### config.mk
export PLATFORM = sky130hd
export DESIGN_NAME = mem_stage_lsu_flat
export DESIGN_NICKNAME = d
export VERILOG_FILES = /design/src/rtl/lsu_pkg.sv /design/src/rtl/mem_stage_lsu_if.sv /design/src/rtl/lsu_load_align.sv /design/src/rtl/mem_stage_lsu.sv /design/src/flat_wrapper.sv
export SDC_FILE = /design/constraint.sdc
export NUM_CORES = 1
export LEC_CHECK = 0
export CORE_ASPECT_RATIO = 0.6
export CORE_MARGIN = 2
export CORE_UTILIZATION = 27
export CTS_BUF_LIST = sky130_fd_sc_hd__clkbuf_4 sky130_fd_sc_hd__clkbuf_8
export DETAILED_ROUTE_END_ITERATION = 16
export DONT_BUFFER_PORTS = 1
export GPL_TIMING_DRIVEN = 0
export HOLD_SLACK_MARGIN = 0.06
export PLACE_DENSITY = 0.49
export SLEW_MARGIN = 10
export SYNTH_ARGS = -nofsm -noshare
export SYNTH_HDL_FRONTEND = slang
export SYNTH_SLANG_ARGS = --single-unit
### constraint.sdc
create_clock -name clk -period 4.5 [get_ports clk]
set_input_delay 0.675 -clock clk [delete_from_list [all_inputs] [get_ports clk]]
set_output_delay 0.675 -clock clk [all_outputs]
set_load 0.01 [all_outputs]
### src/rtl/lsu_pkg.sv
// Shared types for the MEM-stage load/store unit: access codes, FSM states, byte-enable masks.
// The misalignment helper is only referenced when MISALIGN_TRAP_EN is defined.
package lsu_pkg;

  typedef enum logic [2:0] {
    LT_LB  = 3'b000,
    LT_LH  = 3'b001,
    LT_LW  = 3'b010,
    LT_LBU = 3'b100,
    LT_LHU = 3'b101
  } load_type_e;

  typedef enum logic [1:0] {
    ST_SB = 2'b00,
    ST_SH = 2'b01,
    ST_SW = 2'b10
  } store_type_e;

  typedef enum logic [1:0] {
    IDLE,
    REQ,
    WAIT,
    DONE
  } lsu_state_e;

  localparam logic [3:0] BE_BYTE = 4'b0001;
  localparam logic [3:0] BE_HALF = 4'b0011;
  localparam logic [3:0] BE_WORD = 4'b1111;

  // Halfword accesses need addr[0]=0 and word accesses need addr[1:0]=0; byte accesses never trap.
  function automatic logic lsu_misaligned(input logic       is_load,
                                          input logic [2:0] load_type,
                                          input logic [1:0] store_type,
                                          input logic [1:0] addr_lo);
    logic mis;
    mis = 1'b0;
    if (is_load) begin
      case (load_type)
        LT_LH, LT_LHU: mis = addr_lo[0];
        LT_LW:         mis = |addr_lo;
        default:       mis = 1'b0;
      endcase
    end else begin
      case (store_type)
        ST_SB:   mis = 1'b0;
        ST_SH:   mis = addr_lo[0];
        default: mis = |addr_lo;
      endcase
    end
    return mis;
  endfunction

endpackage

### src/rtl/mem_stage_lsu_if.sv
// Data-memory req/gnt/rvalid bus between the LSU (master) and the memory (slave).
interface mem_stage_lsu_if;
  logic        dmem_req;
  logic        dmem_we;
  logic [31:0] dmem_addr;
  logic [3:0]  dmem_be;
  logic [31:0] dmem_wdata;
  logic        dmem_gnt;
  logic        dmem_rvalid;
  logic [31:0] dmem_rdata;

  modport master (
    output dmem_req, dmem_we, dmem_addr, dmem_be, dmem_wdata,
    input  dmem_gnt, dmem_rvalid, dmem_rdata
  );

  modport slave (
    input  dmem_req, dmem_we, dmem_addr, dmem_be, dmem_wdata,
    output dmem_gnt, dmem_rvalid, dmem_rdata
  );
endinterface

### src/rtl/lsu_load_align.sv
// Load formatter: picks the byte/halfword lane from the read word and sign/zero extends it.
module lsu_load_align
  import lsu_pkg::*;
(
  input  logic [31:0] rdata,
  input  logic [1:0]  addr_lo,
  input  logic [2:0]  load_type,
  output logic [31:0] result
);

  logic [7:0]  byte_sel;
  logic [15:0] half_sel;

  always_comb begin
    case (addr_lo)
      2'd0:    byte_sel = rdata[7:0];
      2'd1:    byte_sel = rdata[15:8];
      2'd2:    byte_sel = rdata[23:16];
      default: byte_sel = rdata[31:24];
    endcase
    half_sel = addr_lo[1] ? rdata[31:16] : rdata[15:0];

    result = '0;
    case (load_type)
      LT_LB:   result = {{24{byte_sel[7]}}, byte_sel};
      LT_LH:   result = {{16{half_sel[15]}}, half_sel};
      LT_LW:   result = rdata;
      LT_LBU:  result = {24'h0, byte_sel};
      LT_LHU:  result = {16'h0, half_sel};
      default: result = '0;
    endcase
  end

endmodule

### src/rtl/mem_stage_lsu.sv
// MEM-stage load/store unit: issues one data-memory access per memory instruction and stalls upstream until done.
// Optional macro MISALIGN_TRAP_EN: misaligned half/word accesses trap instead of wrapping within the word.
module mem_stage_lsu
  import lsu_pkg::*;
#(
  parameter int unsigned TIMEOUT_CYCLES = 0
) (
  input  logic                   clk,
  input  logic                   rst,
  input  logic [31:0]            alu_result_mem,
  input  logic [31:0]            rs2_data_mem,
  input  logic                   mem_read_mem,
  input  logic                   mem_write_mem,
  input  logic [2:0]             mem_load_type_mem,
  input  logic [1:0]             mem_store_type_mem,
  input  logic                   memtoreg_mem,
  mem_stage_lsu_if.master        dmem,
  output logic                   stall_mem,
  output logic [31:0]            wb_data_mem,
  output logic                   bus_err_mem,
  output logic                   misalign_exc_mem
);

  localparam int unsigned CNT_W = (TIMEOUT_CYCLES > 1) ? $clog2(TIMEOUT_CYCLES) : 1;

  lsu_state_e       state;
  logic [CNT_W-1:0] tmo_cnt;
  logic [31:0]      load_data_r;
  logic [1:0]       addr_lo_r;
  logic [2:0]       load_type_r;

  logic             access;
  logic             misalign;
  logic             tmo_hit;
  logic [3:0]       st_be;
  logic [31:0]      st_wdata;
  logic [31:0]      load_fmt;

  assign access = mem_read_mem | mem_write_mem;

`ifdef MISALIGN_TRAP_EN
  assign misalign = access & lsu_misaligned(mem_read_mem, mem_load_type_mem,
                                            mem_store_type_mem, alu_result_mem[1:0]);
`else
  assign misalign = 1'b0;
`endif

  // Counter holds the number of REQ/WAIT cycles already spent; the last allowed cycle is TIMEOUT_CYCLES-1.
  assign tmo_hit = (TIMEOUT_CYCLES != 0) && (tmo_cnt == CNT_W'(TIMEOUT_CYCLES - 1));

  always_comb begin
    st_be    = BE_WORD;
    st_wdata = rs2_data_mem;
    case (mem_store_type_mem)
      ST_SB: begin
        st_be    = BE_BYTE << alu_result_mem[1:0];
        st_wdata = {4{rs2_data_mem[7:0]}};
      end
      ST_SH: begin
        st_be    = BE_HALF << {alu_result_mem[1], 1'b0};
        st_wdata = {2{rs2_data_mem[15:0]}};
      end
      default: ;
    endcase
  end

  lsu_load_align u_load_align (
    .rdata     (dmem.dmem_rdata),
    .addr_lo   (addr_lo_r),
    .load_type (load_type_r),
    .result    (load_fmt)
  );

  always_ff @(posedge clk or posedge rst) begin
    if (rst) begin
      state            <= IDLE;
      dmem.dmem_req    <= 1'b0;
      dmem.dmem_we     <= 1'b0;
      dmem.dmem_addr   <= '0;
      dmem.dmem_be     <= '0;
      dmem.dmem_wdata  <= '0;
      load_data_r      <= '0;
      tmo_cnt          <= '0;
      addr_lo_r        <= '0;
      load_type_r      <= '0;
      bus_err_mem      <= 1'b0;
      misalign_exc_mem <= 1'b0;
    end else begin
      bus_err_mem      <= 1'b0;
      misalign_exc_mem <= 1'b0;
      case (state)
        IDLE: begin
          if (misalign) begin
            misalign_exc_mem <= 1'b1;
            state            <= DONE;
          end else if (access) begin
            dmem.dmem_req   <= 1'b1;
            dmem.dmem_we    <= ~mem_read_mem;
            dmem.dmem_addr  <= {alu_result_mem[31:2], 2'b00};
            dmem.dmem_be    <= mem_read_mem ? BE_WORD : st_be;
            dmem.dmem_wdata <= st_wdata;
            addr_lo_r       <= alu_result_mem[1:0];
            load_type_r     <= mem_load_type_mem;
            tmo_cnt         <= '0;
            state           <= REQ;
          end
        end
        REQ: begin
          if (tmo_hit) begin
            dmem.dmem_req <= 1'b0;
            bus_err_mem   <= 1'b1;
            load_data_r   <= '0;
            state         <= DONE;
          end else begin
            tmo_cnt <= tmo_cnt + 1'b1;
            if (dmem.dmem_gnt) begin
              dmem.dmem_req <= 1'b0;
              state         <= WAIT;
            end
          end
        end
        WAIT: begin
          if (tmo_hit) begin
            bus_err_mem <= 1'b1;
            load_data_r <= '0;
            state       <= DONE;
          end else begin
            tmo_cnt <= tmo_cnt + 1'b1;
            if (dmem.dmem_rvalid) begin
              if (!dmem.dmem_we) load_data_r <= load_fmt;
              state <= DONE;
            end
          end
        end
        default: state <= IDLE;
      endcase
    end
  end

  assign stall_mem   = ((state == IDLE) && access && !misalign) || (state == REQ) || (state == WAIT);
  assign wb_data_mem = memtoreg_mem ? load_data_r : alu_result_mem;

endmodule

### src/flat_wrapper.sv
// flat-port wrapper written by rule: the top's interface ports become plain ports
module mem_stage_lsu_flat import lsu_pkg::*;
#(
  parameter int unsigned TIMEOUT_CYCLES = 0
)
  (clk, rst, alu_result_mem, rs2_data_mem, mem_read_mem, mem_write_mem, mem_load_type_mem, mem_store_type_mem, memtoreg_mem, stall_mem, wb_data_mem, bus_err_mem, misalign_exc_mem, dmem_dmem_req, dmem_dmem_we, dmem_dmem_addr, dmem_dmem_be, dmem_dmem_wdata, dmem_dmem_gnt, dmem_dmem_rvalid, dmem_dmem_rdata);
  mem_stage_lsu_if dmem_i ();
  input  logic clk;
  input  logic rst;
  input  logic [31:0] alu_result_mem;
  input  logic [31:0] rs2_data_mem;
  input  logic mem_read_mem;
  input  logic mem_write_mem;
  input  logic [2:0] mem_load_type_mem;
  input  logic [1:0] mem_store_type_mem;
  input  logic memtoreg_mem;
  output logic stall_mem;
  output logic [31:0] wb_data_mem;
  output logic bus_err_mem;
  output logic misalign_exc_mem;
  output wire logic [$bits(dmem_i.dmem_req)-1:0] dmem_dmem_req;
  output wire logic [$bits(dmem_i.dmem_we)-1:0] dmem_dmem_we;
  output wire logic [$bits(dmem_i.dmem_addr)-1:0] dmem_dmem_addr;
  output wire logic [$bits(dmem_i.dmem_be)-1:0] dmem_dmem_be;
  output wire logic [$bits(dmem_i.dmem_wdata)-1:0] dmem_dmem_wdata;
  input wire logic [$bits(dmem_i.dmem_gnt)-1:0] dmem_dmem_gnt;
  input wire logic [$bits(dmem_i.dmem_rvalid)-1:0] dmem_dmem_rvalid;
  input wire logic [$bits(dmem_i.dmem_rdata)-1:0] dmem_dmem_rdata;
  assign dmem_dmem_req = dmem_i.dmem_req;
  assign dmem_dmem_we = dmem_i.dmem_we;
  assign dmem_dmem_addr = dmem_i.dmem_addr;
  assign dmem_dmem_be = dmem_i.dmem_be;
  assign dmem_dmem_wdata = dmem_i.dmem_wdata;
  assign dmem_i.dmem_gnt = dmem_dmem_gnt;
  assign dmem_i.dmem_rvalid = dmem_dmem_rvalid;
  assign dmem_i.dmem_rdata = dmem_dmem_rdata;
  mem_stage_lsu #(.TIMEOUT_CYCLES(TIMEOUT_CYCLES)) u_core (.clk(clk), .rst(rst), .alu_result_mem(alu_result_mem), .rs2_data_mem(rs2_data_mem), .mem_read_mem(mem_read_mem), .mem_write_mem(mem_write_mem), .mem_load_type_mem(mem_load_type_mem), .mem_store_type_mem(mem_store_type_mem), .memtoreg_mem(memtoreg_mem), .dmem(dmem_i), .stall_mem(stall_mem), .wb_data_mem(wb_data_mem), .bus_err_mem(bus_err_mem), .misalign_exc_mem(misalign_exc_mem));
endmodule
# Word-level counts from Yosys, hierarchy flattened
# Cells that the tools add are included.
dict set report totals {
  input_bits 108
  wordCells 52
  out_inout_bits 105
  ff_bits 107
}
dict set report op_classes {
  eq_ne 12
  n_reduce_logical 12
  n_bitwise 3
  shift 2
  muxes 14
}
# operator count
set op_table {}
lappend op_table {{$pmux 32 s5} 1}
lappend op_table {{$pmux 32 s2} 1}
lappend op_table {{$mux 32} 1}
lappend op_table {{$pmux 8 s3} 1}
lappend op_table {{$mux 16} 1}
lappend op_table {{$reduce_and 3->1} 3}
lappend op_table {{$pmux 4 s2} 1}
lappend op_table {{$eq 2x1->1 const B} 3}
lappend op_table {{$eq 3x3->1 const B} 2}
lappend op_table {{$logic_not 2->1} 3}
lappend op_table {{$mux 2} 3}
lappend op_table {{$pmux 2 s3} 1}
lappend op_table {{$eq 2x2->1 const B} 2}
lappend op_table {{$mux 4} 1}
lappend op_table {{$ne 2x2->1 const B} 2}
lappend op_table {{$shl 1x2->4 const A} 1}
lappend op_table {{$shl 2x2->4 const A} 1}
lappend op_table {{$eq 3x1->1 const B} 1}
lappend op_table {{$eq 3x2->1 const B} 1}
lappend op_table {{$logic_not 3->1} 1}
lappend op_table {{$logic_or 1x1->1} 2}
lappend op_table {{$mux 1} 2}
lappend op_table {{$ne 2x1->1 const B} 1}
lappend op_table {{$not 1->1} 2}
lappend op_table {{other kinds (5)} 5}

# Depth between registers and ports, before layout
dict set report logic_depth {
  depth_word 4
  ltp_mapped 7
}

# Modules after synthesis
# Synthesis repeated with hierarchy kept, for this count alone.
dict set report hier_totals {
  hier_cells 580
  area_unflattened_um2 5840.6
}
# mod cells_per_inst n_inst area_per_inst_um2
set by_module_without_submodules {}
lappend by_module_without_submodules {mem_stage_lsu 447 1 4795.8}
lappend by_module_without_submodules {lsu_load_align 133 1 1044.8}

# Least setup slack after synthesis
# OpenSTA, ideal clock, no wires.
dict set report synth_timing {
  kind {input -> output}
  startpoint {input port memtoreg_mem}
  endpoint {output port wb_data_mem[10]}
  arrival_time_ns 1.620
  stages 3
  path_buffers 2
  slack_ns 2.205
  cell_sequence {clkbuf_1 clkbuf_1 mux2_2}
}
dict set report synth_via {
  elab_chain_len 1
}
# element line_no
set synth_rtl {}
lappend synth_rtl {{start: declaration} flat_wrapper.sv:16} ;# input logic memtoreg_mem;
lappend synth_rtl {{$mux 32} mem_stage_lsu.sv:141} ;# assign wb_data_mem = memtoreg_mem ? load_data_r : alu_result_mem;
lappend synth_rtl {{end: declaration} flat_wrapper.sv:18} ;# output logic [31:0] wb_data_mem;
# Every way passes these cells.

# Worst setup path after layout
dict set report layout_timing {
  startpoint {register u_core.state[0]}
  endpoint {output port stall_mem}
}
dict set report layout_via {
  elab_chain_len 4
}
# element line_no
set layout_rtl {}
lappend layout_rtl {{start: declaration} mem_stage_lsu.sv:26} ;# lsu_state_e state;
lappend layout_rtl {{start signal: assignment} mem_stage_lsu.sv:76} ;# state <= IDLE;
lappend layout_rtl {{start signal: assignment} mem_stage_lsu.sv:95} ;# state <= DONE;
lappend layout_rtl {{start signal: assignment} mem_stage_lsu.sv:105} ;# state <= REQ;
lappend layout_rtl {{$logic_not 2->1} mem_stage_lsu.sv:140} ;# assign stall_mem = ((state == IDLE) && access && !misalign) || (state == REQ) || (state == WAIT);
lappend layout_rtl {{$logic_and 1x1->1} mem_stage_lsu.sv:140}
lappend layout_rtl {{$logic_or 1x1->1} mem_stage_lsu.sv:140}
lappend layout_rtl {{$logic_or 1x1->1 *} mem_stage_lsu.sv:140}
lappend layout_rtl {{end: declaration} flat_wrapper.sv:17} ;# output logic stall_mem;
# Every way passes the cells marked *; elsewhere a longest branch is shown, timed or not.

==> reports/metrics.yaml <==
worst_setup_path:
  start_kind: "flip-flop"
  arrival_ps: 2180
  reg2reg_to: "u_core.load_data_r[0]"
  worstSetupPathType: "reg -> out"
  worst-r2r-cell-count: 7
  crit_path_end_kind: "output port"
  ff2ff_setup_slack_ps: 1980
  r2r-start: "u_core.state[0]"
  path_max_fanout: 10
  crit_required_ps: 3830
logic_synthesis:
  async_flop_share_pct: 100.0
  synth_area_leaders: "dfrtp_1 (49%), nand2_1 (13%), mux2_2 (7.0%), mux2i_1 (7.0%), o21ai_0 (3.4%)"
  ys_ff_latch: 107
  synth_mux_area_share_pct: 17.31
  synth_fa_ha_area_share_pct: 0.6887
  synth_compound_area_share_pct: 13.15
  postSynthCellCount: 574
  avgSynthCellArea_um2: 9.495
  synthFlopType: "dfrtp_1"
  synth.distinct_cells: 37
  synth_top_family_by_area: "multiplexers"
  synth_enable_flop_cells: 0
  synth_top_area_share_pct: 49.13
  synth-simple-area-share_pct: 15.70
  synth_area_leader_cell: "dfrtp_1"
  syn_area_um2: 5450
  synth_xor_area_share_pct: 0
  synth_warnings: 0
  yosysSeqAreaShare_pct: 49.13
detailed_routing:
  routed_wl_um: 18090
  ant_nets: 0
  drt_iter0_drc: 296
  dr.pass1.iters: 5
  dr_total_vias: 4295
  via_per_inst: 4.948
  drc: 0
  wl_per_cell_um: 20.84
clock_tree:
  cts_sinks: 107
  cts_resized: 0
  cts_tree: "yes"
  cts_buffers: 9
  cts-root-buf: "clkbuf_8"
  clk_pin_slew_ps: 110
  post_cts_buffers: 0
  htreeDepth: 3
  clk_latency_ps: 400
  clock_path_buffers: 2
job:
  drv_cap: 0
placed_design:
  dpl-instance-area_um2: 5836
  place_congestion: 0.8392
  io_buffer_count: 0
  hpwl_um: 14240
finish:
  nets: 701
  fin_util_pct: 30.25
  insertedDiodeCount: 0
  syn2layout_area_growth_pct: 10.56
  drive_gt1_share_pct: 12.27
  fillCellCount: 2126
  stdcell_area_um2: 6026
worst_hold_path:
  holdCritPathClass: "in -> reg"
  hp-start: "alu_result_mem[16]"
  hold_depth: 2
  holdPathEnd: "u_core.dmem.dmem_addr[16]"
timing:
  fin_crit_sh_pct: 63.44
  timing.hold.ws_ps: 372.7
  clock_skew_ps: 16.47
  tightestPinTransition_ps: 966.6
  timing.final.crit_period_ps: 2855
  slew_headroom_pct: 35.06
  slew_viol_final: 0
  setup_tns_ps: 0
  fmax_ghz: 0.3503
  grt_setup_unrepaired: "false"
  setup_viol: 0
  hold_viol_final: 0
floorplan:
  die_h_um: 114.1
  num_rows: 40
  dieArea_um2: 21380
  coreArea_um2: 19920
  fp.dieW_um: 187.4
  start_util_pct: 27.36
  io_pins: 213
grt:
  grt_max_degree: 89
  grt_remaining_overflow: 0
  grt_pass1_vias: 4335
  grt_usage_pct: 17.13
  antenna_found_initial: 0
  grt_pass1_wl_um: 27330
power:
  p_per_area_nw_per_um2: 660.2
  peakVddDrop_uv: 208.4
  p_leak_uw: 0.002753
status:
  outcome: "completed"
## cell type report
cell class | instances | area [um2] | share of cell area, %
Tap cell | 273 | 341.6 | 5.669
Inverter | 5 | 23.77 | 0.3945
Clock inverter | 7 | 56.30 | 0.9344
Clock buffer | 9 | 123.9 | 2.056
Timing Repair Buffer | 2 | 37.54 | 0.6229
Multi-Input combinational cell | 422 | 2569 | 42.63
Sequential cell | 107 | 2678 | 44.44
Buffer | 43 | 196.4 | 3.260
## worst max-delay path, stage by stage, from the launching register on
cell,delay (ps)
dfrtp_1,410
inv_1,90
ha_1,260
nor2b_1,220
clkbuf_1,530
or3_1,280
## synthesized netlist by cell type, types with 2 or more instances
cell type	count
nand2_1	192
dfrtp_1	107
mux2i_1	38
o21ai_0	37
mux2_2	34
clkbuf_1	29
a21oi_1	27
nor2_1	16
o21ai_1	12
a22o_1	8
a22oi_1	8
mux4_2	8
o211ai_1	7
o2bb2ai_1	7
inv_1	5
buf_1	4
buf_2	4
buf_4	4
ha_1	3
nor2b_1	3
o21a_1	3
buf_6	2
nand3b_1	2
## worst max-delay path by stage
stage	start	endpoint	slack, ps	depth (start not counted)
after floorplan	rst	u_core.addr_lo_r[0]	1010	1
after global placement	rst	u_core.load_data_r[15]	-210	1
after detailed placement	memtoreg_mem	wb_data_mem[18]	1730	3
after CTS	u_core.state[0]	stall_mem	1580	5
after global routing	u_core.state[0]	stall_mem	1460	5
final	u_core.state[0]	stall_mem	1650	5
## cells by family (layout without fill, tap and decap cells)
kind of cell	after synthesis	count (layout)
other	1	4
buffers and inverters	48	66
adder cells (fa/ha/maj)	3	3
AND/OR/NAND/NOR	219	219
AO/OA/AOI/OAI	116	116
multiplexers	80	80
flip-flops	107	107
## state kept, by name, summed over array words and instances (netlist names), 2 cells and up
name                    flops
u_core.dmem.dmem_be         4
u_core.dmem.dmem_wdata     32
u_core.load_data_r         32
u_core.dmem.dmem_addr      30
u_core.addr_lo_r            2
u_core.load_type_r          3
u_core.state                2
## placed cells by master, fill, tap and decap left out, drive strengths merged
cell / instances
ha: 3
o21a: 3
nand2b: 1
buf: 15
o211ai: 7
mux2: 34
nor3: 1
clkbuf: 38
a222oi: 1
o21ai: 49
nor4bb: 1
mux4: 8
a22o: 9
conb: 4
a21o: 1
dlygate4sd3: 1
dfrtp: 107
or3: 1
nor2b: 3
nor3b: 1
o31ai: 1
clkinv: 3
nand3b: 2
inv: 9
mux2i: 38
o2bb2ai: 7
nor2: 17
a21oi: 28
o32a: 1
a211o: 1
nand2: 192
a22oi: 8
## layer usage
| metal | part of all wire, % | up-vias | global-route usage (%) |
|---|---|---|---|
| li1 | - | 1981 | - |
| met1 | 49 | 2152 | 24.68 |
| met2 | 44 | 150 | 25.25 |
| met3 | 6.2 | 12 | 4.781 |
| met4 | 1.2 | 0 | 4.567 |
| met5 | 0 | - | 0 |
## timing repair
| item | in CTS | in global routing |
|---|---|---|
| hold buffers | 1 | 0 |
| endpoints found under the setup margin | 0 | 0 |
| endpoints found under the hold margin | 19 | 0 |
## metrics by stage
step	setup slack [ps]	total power [uW]	cells
after floorplan	1008	2938	577
after global placement	-210.2	3373	850
after detailed placement	1726	3432	851
after CTS	1584	4037	868
after global routing	1460	4300	868
final	1645	3978	868
## power by group
part / leakage [uW] / internal, uW / switching, uW
sequential: 0.00134 / 1390 / 468
clock: 0.0000963 / 211 / 366
combinational: 0.00132 / 602 / 945
(Power assumes the default switching activity.)
